[src/rtl/five_tap_sampler.sv]
// Synchronizes an asynchronous line and, on request, captures five time-spaced samples of it.
// Define FIVE_TAP_SAMPLER_VOTE_EN to add a registered 3-of-5 majority output `vote`.
module five_tap_sampler #(
    parameter int START_DELAY = 2,
    parameter int SPACING     = 4,
    parameter int CNT_W       = 8
) (
    input  logic clk,
    input  logic rst_n,
    input  logic din,
    input  logic sample_req,
    input  logic out_ready,
    output logic out_valid,
    output logic x1,
    output logic x2,
    output logic x3,
    output logic x4,
    output logic x5,
    output logic busy,
    output logic overrun
`ifdef FIVE_TAP_SAMPLER_VOTE_EN
    ,
    output logic vote
`endif
);

    typedef enum logic [1:0] {
        ST_IDLE   = 2'd0,
        ST_WAIT   = 2'd1,
        ST_SAMPLE = 2'd2,
        ST_HOLD   = 2'd3
    } state_t;

    localparam logic [CNT_W-1:0] CNT_ZERO   = {CNT_W{1'b0}};
    localparam logic [CNT_W-1:0] CNT_ONE    = {{(CNT_W-1){1'b0}}, 1'b1};
    localparam logic [CNT_W-1:0] START_CNT  = CNT_W'(START_DELAY);
    localparam logic [CNT_W-1:0] RELOAD_CNT = CNT_W'(SPACING - 1);
    localparam logic [2:0]       LAST_IDX   = 3'd4;

`ifdef FIVE_TAP_SAMPLER_VOTE_EN
    function automatic logic maj5(input logic [4:0] v);
        logic [2:0] s;
        s = {2'b00, v[0]} + {2'b00, v[1]} + {2'b00, v[2]} + {2'b00, v[3]} + {2'b00, v[4]};
        return (s >= 3'd3);
    endfunction
`endif

    state_t           r_state;
    logic [CNT_W-1:0] r_cnt;
    logic [2:0]       r_idx;
    logic             r_sync1;
    logic             r_sync2;
    logic [3:0]       r_samp;
    logic [4:0]       r_x;
    logic             r_valid;
    logic             r_busy;
    logic             r_overrun;

    state_t           w_state_nxt;
    logic [CNT_W-1:0] w_cnt_nxt;
    logic [2:0]       w_idx_nxt;
    logic             w_capture;
    logic             w_last;
    logic             w_overrun_nxt;
    logic [3:0]       w_samp_nxt;
    logic [4:0]       w_x_nxt;

    // Two-flop synchronizer for the asynchronous input line.
    always_ff @(posedge clk) begin
        if (!rst_n) begin
            r_sync1 <= 1'b0;
            r_sync2 <= 1'b0;
        end else begin
            r_sync1 <= din;
            r_sync2 <= r_sync1;
        end
    end

    // Control state, interval counter and sample index registers.
    always_ff @(posedge clk) begin
        if (!rst_n) begin
            r_state   <= ST_IDLE;
            r_cnt     <= CNT_ZERO;
            r_idx     <= 3'd0;
            r_valid   <= 1'b0;
            r_busy    <= 1'b0;
            r_overrun <= 1'b0;
        end else begin
            r_state   <= w_state_nxt;
            r_cnt     <= w_cnt_nxt;
            r_idx     <= w_idx_nxt;
            r_valid   <= (w_state_nxt == ST_HOLD);
            r_busy    <= (w_state_nxt != ST_IDLE);
            r_overrun <= w_overrun_nxt;
        end
    end

    // Next-state logic: a capture fires whenever the counter has run down to zero.
    always_comb begin
        w_state_nxt   = r_state;
        w_cnt_nxt     = r_cnt;
        w_idx_nxt     = r_idx;
        w_capture     = 1'b0;
        w_last        = 1'b0;
        w_overrun_nxt = 1'b0;
        case (r_state)
            ST_IDLE: begin
                if (sample_req) begin
                    w_state_nxt = ST_WAIT;
                    w_cnt_nxt   = START_CNT;
                    w_idx_nxt   = 3'd0;
                end else begin
                    w_state_nxt = ST_IDLE;
                end
            end
            ST_WAIT, ST_SAMPLE: begin
                w_overrun_nxt = sample_req;
                if (r_cnt == CNT_ZERO) begin
                    w_capture = 1'b1;
                    w_cnt_nxt = RELOAD_CNT;
                    if (r_idx == LAST_IDX) begin
                        w_last      = 1'b1;
                        w_idx_nxt   = 3'd0;
                        w_state_nxt = ST_HOLD;
                    end else begin
                        w_idx_nxt   = r_idx + 3'd1;
                        w_state_nxt = ST_SAMPLE;
                    end
                end else begin
                    w_cnt_nxt = r_cnt - CNT_ONE;
                end
            end
            ST_HOLD: begin
                // A request on the handshake edge is still dropped: the state is HOLD here.
                w_overrun_nxt = sample_req;
                if (out_ready) begin
                    w_state_nxt = ST_IDLE;
                end else begin
                    w_state_nxt = ST_HOLD;
                end
            end
            default: begin
                w_state_nxt = ST_IDLE;
                w_cnt_nxt   = CNT_ZERO;
                w_idx_nxt   = 3'd0;
            end
        endcase
    end

    // Sample datapath: the first four samples wait internally, the fifth loads all outputs at once.
    always_comb begin
        w_samp_nxt = r_samp;
        w_x_nxt    = r_x;
        if (w_capture && !w_last) begin
            w_samp_nxt[r_idx[1:0]] = r_sync2;
        end else begin
            w_samp_nxt = r_samp;
        end
        if (w_last) begin
            w_x_nxt = {r_sync2, r_samp};
        end else begin
            w_x_nxt = r_x;
        end
    end

    // Internal sample store and presented vector.
    always_ff @(posedge clk) begin
        if (!rst_n) begin
            r_samp <= 4'd0;
            r_x    <= 5'd0;
        end else begin
            r_samp <= w_samp_nxt;
            r_x    <= w_x_nxt;
        end
    end

`ifdef FIVE_TAP_SAMPLER_VOTE_EN
    logic r_vote;

    // Majority of the vector, refreshed on the same edge as the vector itself.
    always_ff @(posedge clk) begin
        if (!rst_n) begin
            r_vote <= 1'b0;
        end else if (w_last) begin
            r_vote <= maj5(w_x_nxt);
        end else begin
            r_vote <= r_vote;
        end
    end

    assign vote = r_vote;
`endif

    assign out_valid = r_valid;
    assign busy      = r_busy;
    assign overrun   = r_overrun;
    assign x1        = r_x[0];
    assign x2        = r_x[1];
    assign x3        = r_x[2];
    assign x4        = r_x[3];
    assign x5        = r_x[4];

endmodule

[config.mk]
export PLATFORM = sky130hd
export DESIGN_NAME = five_tap_sampler
export DESIGN_NICKNAME = d
export VERILOG_FILES = /design/src/rtl/five_tap_sampler.sv
export SDC_FILE = /design/constraint.sdc
export NUM_CORES = 1
export LEC_CHECK = 0
export CELL_PAD_IN_SITES_DETAIL_PLACEMENT = 1
export CELL_PAD_IN_SITES_GLOBAL_PLACEMENT = 2
export CORE_MARGIN = 4
export CORE_UTILIZATION = 31
export CTS_CLUSTER_DIAMETER = 40
export DETAILED_ROUTE_END_ITERATION = 12
export GPL_TIMING_DRIVEN = 0
export PLACE_DENSITY_LB_ADDON = 0.05
export SYNTH_ARGS = -nofsm -noshare
export SYNTH_HDL_FRONTEND = slang
export SYNTH_SLANG_ARGS = --single-unit
[constraint.sdc]
create_clock -name clk -period 1.75 [get_ports clk]
set_input_delay 0.35 -clock clk [delete_from_list [all_inputs] [get_ports clk]]
set_output_delay 0.35 -clock clk [all_outputs]
set_load 0.05 [all_outputs]
# Word level (Yosys, flattened, before mapping)
# Cells that the tools add are included.
dict set report classes {
  addsub 2
  order_cmp 2
  n_eq_ne 7
  mux 20
  n_reduce_logical 12
}
# operator n
set op_table {}
lappend op_table {{$mux W8} 2}
lappend op_table {{$pmux W8 S2} 1}
lappend op_table {{$mux W3} 3}
lappend op_table {{$logic_not A8 Y1} 1}
lappend op_table {{$mux W1} 8}
lappend op_table {{$sub A8 B1 Y8 const B} 1}
lappend op_table {{$eq A2 B2 Y1 const B} 3}
lappend op_table {{$pmux W2 S3} 1}
lappend op_table {{$pmux W3 S2} 1}
lappend op_table {{$bwmux W4} 1}
lappend op_table {{$mux W2} 2}
lappend op_table {{$ne A2 B2 Y1 const B} 2}
lappend op_table {{$reduce_and A2 Y1} 2}
lappend op_table {{$reduce_bool A2 Y1} 2}
lappend op_table {{$add A3 B1 Y3 const B} 1}
lappend op_table {{$eq A3 B3 Y1 const B} 1}
lappend op_table {{$lt A2 B3 Y1 const B} 1}
lappend op_table {{$reduce_and A3 Y1} 1}
lappend op_table {{$reduce_or A3 Y1} 1}
lappend op_table {{$demux W1 S2} 1}
lappend op_table {{$eq A2 B1 Y1 const B} 1}
lappend op_table {{$ge A2 B1 Y1 const B} 1}
lappend op_table {{$logic_and A1 B1 Y1} 2}
lappend op_table {{$logic_not A2 Y1} 1}
lappend op_table {{2 further kinds} 2}
dict set report totals {
  register_bits 27
  output_inout_bits 8
}

# Logic depth before layout (Yosys ltp)
# Gate-level depths: netlist of the first run.
dict set report logic_depth {
  word_depth 6
  ltp_mapped 7
  mapped_depth_nobuf 6
}

# Least setup slack after synthesis of the first run
# Ideal clock, no wire load.
dict set report synth_path {
  path_type {reg-to-reg}
  startpoint {register r_state[1]}
  endpoint {register r_cnt[4]}
  setup_time_ns 0.071
  t_arrival_ns 1.659
  slack_ns 0.020
  stages_incl_launch_ff 8
  cell_sequence {dfxtp_1 -> inv_1 -> ha_1 -> buf_2 -> mux2_2 -> nand2_1 -> or4_1 -> a21oi_1}
}
dict set report synth_via {
  elab_chain_len 4
}
# item line_no
set synth_rtl {}
lappend synth_rtl {{start, declared} 48} ;# state_t r_state;
lappend synth_rtl {{start signal, assigned} 89} ;# r_state <= w_state_nxt;
lappend synth_rtl {{$eq A2 B1 Y1 / $eq A2 B2 Y1 (equally long branches)} 106} ;# case (r_state)
lappend synth_rtl {{$reduce_or A2 Y1} 106}
lappend synth_rtl {{$reduce_bool A2 Y1 (no line)} -}
lappend synth_rtl {{$reduce_and A2 Y1 (no line)} -}
lappend synth_rtl {{end signal, assigned} 90} ;# r_cnt <= w_cnt_nxt;
lappend synth_rtl {{end, declared} 49} ;# logic [CNT_W-1:0] r_cnt;
# Several ways; a longest one is shown, not always the timed one.
# A chain may end at the register's enable or synchronous reset.

# Final worst setup path of the first run
dict set report layout_path {
  startpoint {register r_state[0]}
  endpoint {register r_idx[2]}
}
dict set report layout_via {
  elab_chain_len 4
}
# item line_no
set layout_rtl {}
lappend layout_rtl {{$eq A2 B1 Y1 / $eq A2 B2 Y1 (equally long branches)} 106}
lappend layout_rtl {{$reduce_or A2 Y1} 106}
lappend layout_rtl {{$ne A2 B2 Y1 (no line) / $reduce_bool A2 Y1 (equally long branches)} -}
lappend layout_rtl {{$reduce_and A3 Y1 (no line)} -}
lappend layout_rtl {{end signal, assigned} 91} ;# r_idx <= w_idx_nxt;
lappend layout_rtl {{end, declared} 50} ;# logic [2:0] r_idx;
# Several ways; a longest one is shown, not always the timed one.

==> impl_table.tex, run 1 <==
\begin{tabular}{lr}
\hline
Metric & Value \\
\hline
\multicolumn{2}{l}{\textbf{Status}} \\
\quad Result of the run & finished, final reports clean \\
\multicolumn{2}{l}{\textbf{Global routing}} \\
\quad Overall fraction of global-route tracks in use & approximately an eighth \\
\quad Met1 Use GR & 16.7\% \\
\quad GR met2 Demand/Resource & approximately a fifth \\
\quad Pin count of the biggest net entering global routing & 15 \\
\quad Antenna violations before repair & 0 \\
\quad Residual overflow from global routing & 0 \\
\quad Met3 routing resource usage after global routing & between 3 and 4\% \\
\quad GRT busiest layer & met2 \\
\quad Global-route wire length before repair & about 5000 µm \\
\quad Number of global-route vias before repair & just over 1000 \\
\multicolumn{2}{l}{\textbf{Timing}} \\
\quad Clk\_skew & a little over 0.006 ns \\
\quad Shortest clock period the worst path allows after layout & between 1.5 and 2 ns \\
\quad Unrepaired setup endpoints after global routing & true \\
\quad Slew at the pin closest to its max-slew limit & 0.498 ns \\
\quad Fmax & $\sim$580 MHz \\
\quad Tightest hold margin & 0.446 ns \\
\quad Max-slew violation total from the final report & 0 \\
\quad Endpoints failing setup & 0 \\
\quad Hold violation total from the final report & 0 \\
\quad Final worst-path cycle share & 99.0\% \\
\quad Max-slew headroom & around two thirds \\
\multicolumn{2}{l}{\textbf{Critical path}} \\
\quad CP arrival & around 1.9 ns \\
\quad Required time of the critical path & approximately 2.0 ns \\
\quad Maximum fanout along the worst path & 2 \\
\quad FF-to-FF Start & r\_state[0]\$\_SDFF\_PN0\_ \\
\quad Flop2flop setup slack & 0.02 ns \\
\quad Startpoint of the most critical setup path & r\_state[0]\$\_SDFF\_PN0\_ \\
\quad Type of destination of the critical path & register \\
\quad Kind of start point of the critical path & register \\
\quad Type of the worst setup path & reg2reg \\
\multicolumn{2}{l}{\textbf{Finish}} \\
\quad Total inserted antenna cells & 0 \\
\quad Share of cells above drive strength 1 & roughly 20\% \\
\quad Leading cell type in the layout, fill and taps excluded & sky130\_fd\_sc\_hd\_\_dfxtp\_1 \\
\quad Fin nets & 173 \\
\quad Commonest non-fill, non-tap cells in the layout & sky130\_fd\_sc\_hd\_\_dfxtp\_1, sky130\_fd\_sc\_hd\_\_nor2\_1, sky130\_fd\_sc\_hd\_\_nand2\_1, sky130\_fd\_sc\_hd\_\_mux2i\_1, sky130\_fd\_sc\_hd\_\_buf\_4 \\
\quad Area overhead of the layout relative to synthesis & 28.7\% \\
\quad FILL cells & 439 \\
\quad Post-route insts no fill & roughly 210 \\
\multicolumn{2}{l}{\textbf{Floorplan}} \\
\quad Row Count & 22 \\
\quad Y dimension of the die & 71.7 µm \\
\quad Core area & approximately 0.0038 mm² \\
\quad Floorplan die area & $\sim$0.0051 mm² \\
\quad Die W & 71.7 µm \\
\quad Starting Density & $\sim$33\% \\
\quad Ports placed on the boundary & 13 \\
\multicolumn{2}{l}{\textbf{Synth}} \\
\quad Summed instance area of the synthesized netlist & 0.00126 mm² \\
\quad Count of cell types in the netlist & 32 \\
\quad Commonest register cell after synthesis & sky130\_fd\_sc\_hd\_\_dfxtp\_1 \\
\quad Post-Synthesis Cells & between 100 and 150 \\
\quad Flip-flop and latch count after synthesis & 27 \\
\quad Yosys warns & 0 \\
\quad Net count of the mapped netlist & between 100 and 150 \\
\quad Post-synthesis average cell area & approximately 9.3 µm² \\
\quad Register area share after synthesis & between 40 and 50\% \\
\quad Fraction of registers with async set/reset & 0\% \\
\quad Number of enable flip-flop cells after synthesis & 0 \\
\multicolumn{2}{l}{\textbf{Min path}} \\
\quad Class of the worst hold path & reg2reg \\
\quad Hold\_sp & r\_sync1\$\_SDFF\_PN0\_ \\
\multicolumn{2}{l}{\textbf{Route}} \\
\quad Number of antenna-violating nets in the routed design & 0 \\
\quad Total routed wirelength & between 3000 and 4000 µm \\
\quad Initial drt markers & 30 \\
\quad Vias after detailed routing & approximately 1000 \\
\quad WL/cell & around 15 µm \\
\quad Via-to-Cell Ratio & approximately 4.9 \\
\quad Number of detailed-route iterations in the first pass & 4 \\
\quad Remaining design rule violation count & 0 \\
\multicolumn{2}{l}{\textbf{Pwr}} \\
\quad PwrDens & between 900 and 1000 mW/mm² \\
\quad Share of total power consumed by net switching & between 30\% and 40\% \\
\quad Internal power & about 1.0 mW \\
\quad Clock network fraction of total power & 24.2\% \\
\quad Flop pwr share & a little under half \\
\quad Part of the power in combinational logic & between 20 and 30\% \\
\quad Power after layout & around 1.5 mW \\
\quad Standby leakage power & 0.705 nW \\
\quad Switching power of the nets & between 0.4 and 0.5 mW \\
\quad Worst IR Drop VDD & roughly 0.53 mV \\
\multicolumn{2}{l}{\textbf{Clock tree}} \\
\quad Sink Count & 27 \\
\quad Maximum buffer depth of the clock tree & 2 \\
\quad Clock buffers created by TritonCTS & 3 \\
\quad Number of levels in the clock H-tree & 1 \\
\quad Hold-fix buffers, CTS & 0 \\
\quad Clock edge transition at the registers on the reported setup and hold paths & 0.09 ns \\
\quad Clock insertion delay at the later pin of the skew report & between 0.2 and 0.3 ns \\
\quad Clk Tree Root Cell & sky130\_fd\_sc\_hd\_\_clkbuf\_8 \\
\quad Clock tree from TritonCTS & yes \\
\multicolumn{2}{l}{\textbf{Placed design}} \\
\quad \# placed instances & slightly below 200 \\
\quad Final HPWL DP & between 2000 and 2500 µm \\
\quad Final weighted congestion in routability-driven placement & between 0.7 and 0.8 \\
\quad PortBufs & 12 \\
\multicolumn{2}{l}{\textbf{Flow run}} \\
\quad Max-capacitance violation count & 0 \\
\hline
\end{tabular}
-- final cells by class --
cell class / count / area (µm²) / area share (%)
flip-flops and latches: 27 / 543 / 33.6
well taps: 48 / 60.1 / 3.71
clock buffers: 4 / 45.0 / 2.78
multi-input cells: 94 / 732 / 45.2
repair buffers: 21 / 181 / 11.2
inverters: 10 / 37.5 / 2.32
plain buffers: 3 / 18.8 / 1.16
-- worst max-delay path: stages, from the launching register on --
cell and delay [ns]:
sky130_fd_sc_hd__dfxtp_2 0.36, sky130_fd_sc_hd__inv_2 0.06, sky130_fd_sc_hd__ha_4 0.26, sky130_fd_sc_hd__and4bb_2 0.28
sky130_fd_sc_hd__nand2_4 0.06, sky130_fd_sc_hd__or4b_4 0.48, sky130_fd_sc_hd__a31oi_1 0.17
-- metal layers --
layer  up-vias  share of wire, %
met5         -                 0
met4         0              0.56
met3         2               3.4
met2        16                49
met1       482                47
li1        519                 -
-- final timing paths --
check	depth (start not counted)	end
min reg2reg	1	r_sync2$_SDFF_PN0_
min	1	r_sync2$_SDFF_PN0_
max	6	r_idx[2]$_SDFFE_PN0P_
max reg2reg	6	r_idx[2]$_SDFFE_PN0P_
-- timing repair --
item	in CTS	in global routing
hold endpoints to repair	0	0
setup buffers	6	3
setup endpoints to repair	19	21
resized for setup	20	8
pin swaps	5	5
-- registers in the layout (all words and copies together), names as in the netlist --
name and count:
r_cnt 8, r_x 5, r_samp 4, r_idx 3, r_state 2, busy 1, out_valid 1, overrun 1
r_sync1 1, r_sync2 1
-- per-stage QoR --
stage	setup TNS, ns	utilization, %	cell area, µm²	setup WS [ns]
CTS	0	41.3	1570	0.00382
global route	-0.0623	42.6	1620	-0.0352
detailed placement	-0.837	37.8	1440	-0.201
global placement	-0.713	37.8	1440	-0.188
floorplan	0	-	1260	0.0196
finish	0	42.6	1620	0.0182
-- kinds of logic (layout without fill, tap and decap cells) --
| group | Yosys count | count (layout) | synth area share, % |
|---|---|---|---|
| DFF | 27 | 27 | 43.0 |
| and+or+nand+nor | 51 | 51 | 22.3 |
| AOI/OAI and AO/OA | 19 | 19 | 10.1 |
| muxes | 11 | 11 | 8.86 |
| adders and majority gates | 8 | 8 | 7.96 |
| buffers and inverters | 14 | 38 | 4.28 |
| xor gates and xnor gates | 5 | 5 | 3.48 |
-- synthesized netlist by cell type, types with 4 or more instances --
cell type,number,area [µm²]
sky130_fd_sc_hd__a31oi_1,4,25.0
sky130_fd_sc_hd__nand3_1,5,25.0
sky130_fd_sc_hd__ha_1,8,100
sky130_fd_sc_hd__xor2_1,5,43.8
sky130_fd_sc_hd__and2_1,4,25.0
sky130_fd_sc_hd__mux2i_1,10,100
sky130_fd_sc_hd__nand2_1,10,37.5
sky130_fd_sc_hd__dfxtp_1,27,541
sky130_fd_sc_hd__inv_1,10,37.5
sky130_fd_sc_hd__nor2_1,16,60.1
sky130_fd_sc_hd__a21oi_1,4,20.0
-- power by group through the flow --
stage	Clock (mW)	Sequential (mW)	Combinational, mW
3_3_place_gp	0	0.707	0.321
5_1_grt	0.405	0.704	0.466
2_1_floorplan	0	0.712	0.231
6_report	0.354	0.696	0.410
4_1_cts	0.380	0.695	0.382
3_5_place_dp	0	0.709	0.322
Power figures use the tool's default switching activity.
==> run 2, diff against run 1 <==
- CORE_UTILIZATION: 31 -> 37
- clock period: 1.75 -> 2.2 ns (I/O delays scaled with it)
==> impl_table.tex, run 2 (synthesis gave the netlist of run 1 again) <==
\begin{tabular}{lr}
\hline
Metric & Value \\
\hline
\multicolumn{2}{l}{\textbf{Status}} \\
\quad Result of the run & finished, final reports clean \\
\multicolumn{2}{l}{\textbf{Timing}} \\
\quad Worst setup slack after layout & about 0.24 ns \\
\quad Max-slew headroom & 66.3\% \\
\quad Final setup TNS & 0 ns \\
\quad Clk\_skew & approximately 0.0050 ns \\
\quad Endpoints failing setup & 0 \\
\quad Final worst-path cycle share & about 90\% \\
\quad Unrepaired setup endpoints after global routing & false \\
\quad Slew at the pin closest to its max-slew limit & $\sim$0.50 ns \\
\quad Hold violation total from the final report & 0 \\
\quad Shortest clock period the worst path allows after layout & approximately 2 ns \\
\quad Fmax & slightly above 500 MHz \\
\quad Max-slew violation total from the final report & 0 \\
\multicolumn{2}{l}{\textbf{Route}} \\
\quad Initial drt markers & 20 \\
\quad Remaining design rule violation count & 0 \\
\quad Via-to-Cell Ratio & around 5.2 \\
\quad Number of detailed-route iterations in the first pass & 4 \\
\quad Number of antenna-violating nets in the routed design & 0 \\
\quad Vias after detailed routing & around 1000 \\
\quad WL/cell & about 14 µm \\
\quad Total routed wirelength & $\sim$2700 µm \\
\multicolumn{2}{l}{\textbf{Clock tree}} \\
\quad Sink Count & 27 \\
\quad Clock buffers created by TritonCTS & 3 \\
\quad Clock insertion delay at the later pin of the skew report & 0.33 ns \\
\quad Clk Tree Root Cell & sky130\_fd\_sc\_hd\_\_clkbuf\_4 \\
\quad Post\_cts resized & 0 \\
\quad Number of post-CTS setup repair buffers & 0 \\
\quad Hold-fix buffers, CTS & 0 \\
\quad Clock tree from TritonCTS & yes \\
\quad Clock edge transition at the registers on the reported setup and hold paths & about 0.14 ns \\
\quad Maximum buffer depth of the clock tree & 2 \\
\quad Number of levels in the clock H-tree & 1 \\
\multicolumn{2}{l}{\textbf{Finish}} \\
\quad Area overhead of the layout relative to synthesis & 16.1\% \\
\quad Total inserted antenna cells & 0 \\
\quad Registers with the highest flip-flop counts & r\_cnt: 8 flops, r\_x: 5 flops, r\_samp: 4 flops \\
\quad Register with the highest flop count & r\_cnt \\
\quad Fin nets & $\sim$170 \\
\quad Leading cell type in the layout, fill and taps excluded & sky130\_fd\_sc\_hd\_\_dfxtp\_1 \\
\quad Share of cells above drive strength 1 & 5.96\% \\
\quad Number of flip-flops under the largest register name & 8 \\
\quad Commonest non-fill, non-tap cells in the layout & sky130\_fd\_sc\_hd\_\_dfxtp\_1, sky130\_fd\_sc\_hd\_\_nor2\_1, sky130\_fd\_sc\_hd\_\_clkdlybuf4s50\_1 \\
\quad FILL cells & slightly below 400 \\
\multicolumn{2}{l}{\textbf{Global routing}} \\
\quad Antenna violations before repair & 0 \\
\quad Pin count of the biggest net entering global routing & 16 \\
\quad Number of global-route vias before repair & 1050 \\
\quad Residual overflow from global routing & 0 \\
\quad Overall fraction of global-route tracks in use & 13.9\% \\
\quad Global-route wire length before repair & approximately 4700 µm \\
\multicolumn{2}{l}{\textbf{Placed design}} \\
\quad Final HPWL DP & 2070 µm \\
\quad Worst slack after detailed placement & around 0.20 ns \\
\quad PortBufs & 12 \\
\quad Final weighted congestion in routability-driven placement & a little under 0.8 \\
\multicolumn{2}{l}{\textbf{Pwr}} \\
\quad Standby leakage power & between 0.5 and 0.6 nW \\
\quad Worst IR Drop VDD & $\sim$0.36 mV \\
\quad Power after layout & a little over 1 mW \\
\quad PwrDens & 701 mW/mm² \\
\multicolumn{2}{l}{\textbf{Floorplan}} \\
\quad Starting Density & around 40\% \\
\quad Ports placed on the boundary & 13 \\
\quad Core area & around 0.0032 mm² \\
\quad Floorplan die area & around 0.0044 mm² \\
\quad Y dimension of the die & around 66 µm \\
\quad Row Count & 20 \\
\quad Die W & $\sim$66 µm \\
\multicolumn{2}{l}{\textbf{Critical path}} \\
\quad Kind of start point of the critical path & register \\
\quad Required time of the critical path & 2.47 ns \\
\quad CP arrival & between 2 and 2.5 ns \\
\quad Type of the worst setup path & reg2reg \\
\quad Type of destination of the critical path & register \\
\quad Maximum fanout along the worst path & 10 \\
\multicolumn{2}{l}{\textbf{Flow run}} \\
\quad Max-capacitance violation count & 0 \\
\multicolumn{2}{l}{\textbf{Min path}} \\
\quad Class of the worst hold path & reg2reg \\
\hline
\end{tabular}
==> run 2: layout make-up <==
class                           instances  area (µm²)  share of cell area (%)
Clock buffer                            3        22.5                    1.54
Sequential cell                        27         541                    37.0
Inverter                               10        37.5                    2.57
Buffer                                  4        16.3                    1.11
Clock inverter                          1        5.00                   0.343
Tap cell                               44        55.1                    3.77
Multi-Input combinational cell         94         663                    45.4
Timing Repair Buffer                   12         120                    8.23
==> run 2: worst paths after layout <==
path / from / slack (ns) / end / depth (start not counted)
min reg2reg: r_sync1$_SDFF_PN0_ / 0.47 / r_sync2$_SDFF_PN0_ / 1
max reg2reg: r_state[1]$_SDFF_PN0_ / 0.24 / r_cnt[4]$_SDFFE_PN0P_ / 7
max: r_state[1]$_SDFF_PN0_ / 0.24 / r_cnt[4]$_SDFFE_PN0P_ / 7
min: r_sync1$_SDFF_PN0_ / 0.47 / r_sync2$_SDFF_PN0_ / 1
==> run 2: layer usage <==
layer / global-route usage [%] / up-vias / share of wire (%)
met4: 6.35 / 0 / 2.7
met3: 2.21 / 7 / 3.0
met1: 17.6 / 485 / 48
met5: 0 / - / 0
li1: - / 502 / -
met2: 22.8 / 14 / 46
==> run 2: metrics by stage <==
step	hold slack, ns	util (%)	area (µm²)	std cells
6_report	0.472	46.3	1460	195
5_1_grt	0.500	46.3	1460	195
4_1_cts	0.483	46.3	1460	195
3_5_place_dp	0.448	45.4	1430	191
3_3_place_gp	0.419	45.4	1430	191
2_1_floorplan	0.412	-	1260	135
==> run 2: report_power, final <==
group	total [mW]	internal, mW	switching (mW)	leakage [nW]
combinational	0.254	0.101	0.153	0.357
clock	0.216	0.0684	0.147	0.0177
sequential	0.553	0.519	0.0342	0.220
total	1.02	0.689	0.334	0.594
==> run 2: critical path, stage by stage (launching register included) <==
cell and delay [ns]:
sky130_fd_sc_hd__dfxtp_1 0.40, sky130_fd_sc_hd__inv_1 0.06, sky130_fd_sc_hd__ha_1 0.28, sky130_fd_sc_hd__buf_2 0.20
sky130_fd_sc_hd__mux2_2 0.29, sky130_fd_sc_hd__nand2_1 0.13, sky130_fd_sc_hd__or4_1 0.41, sky130_fd_sc_hd__a21oi_1 0.14
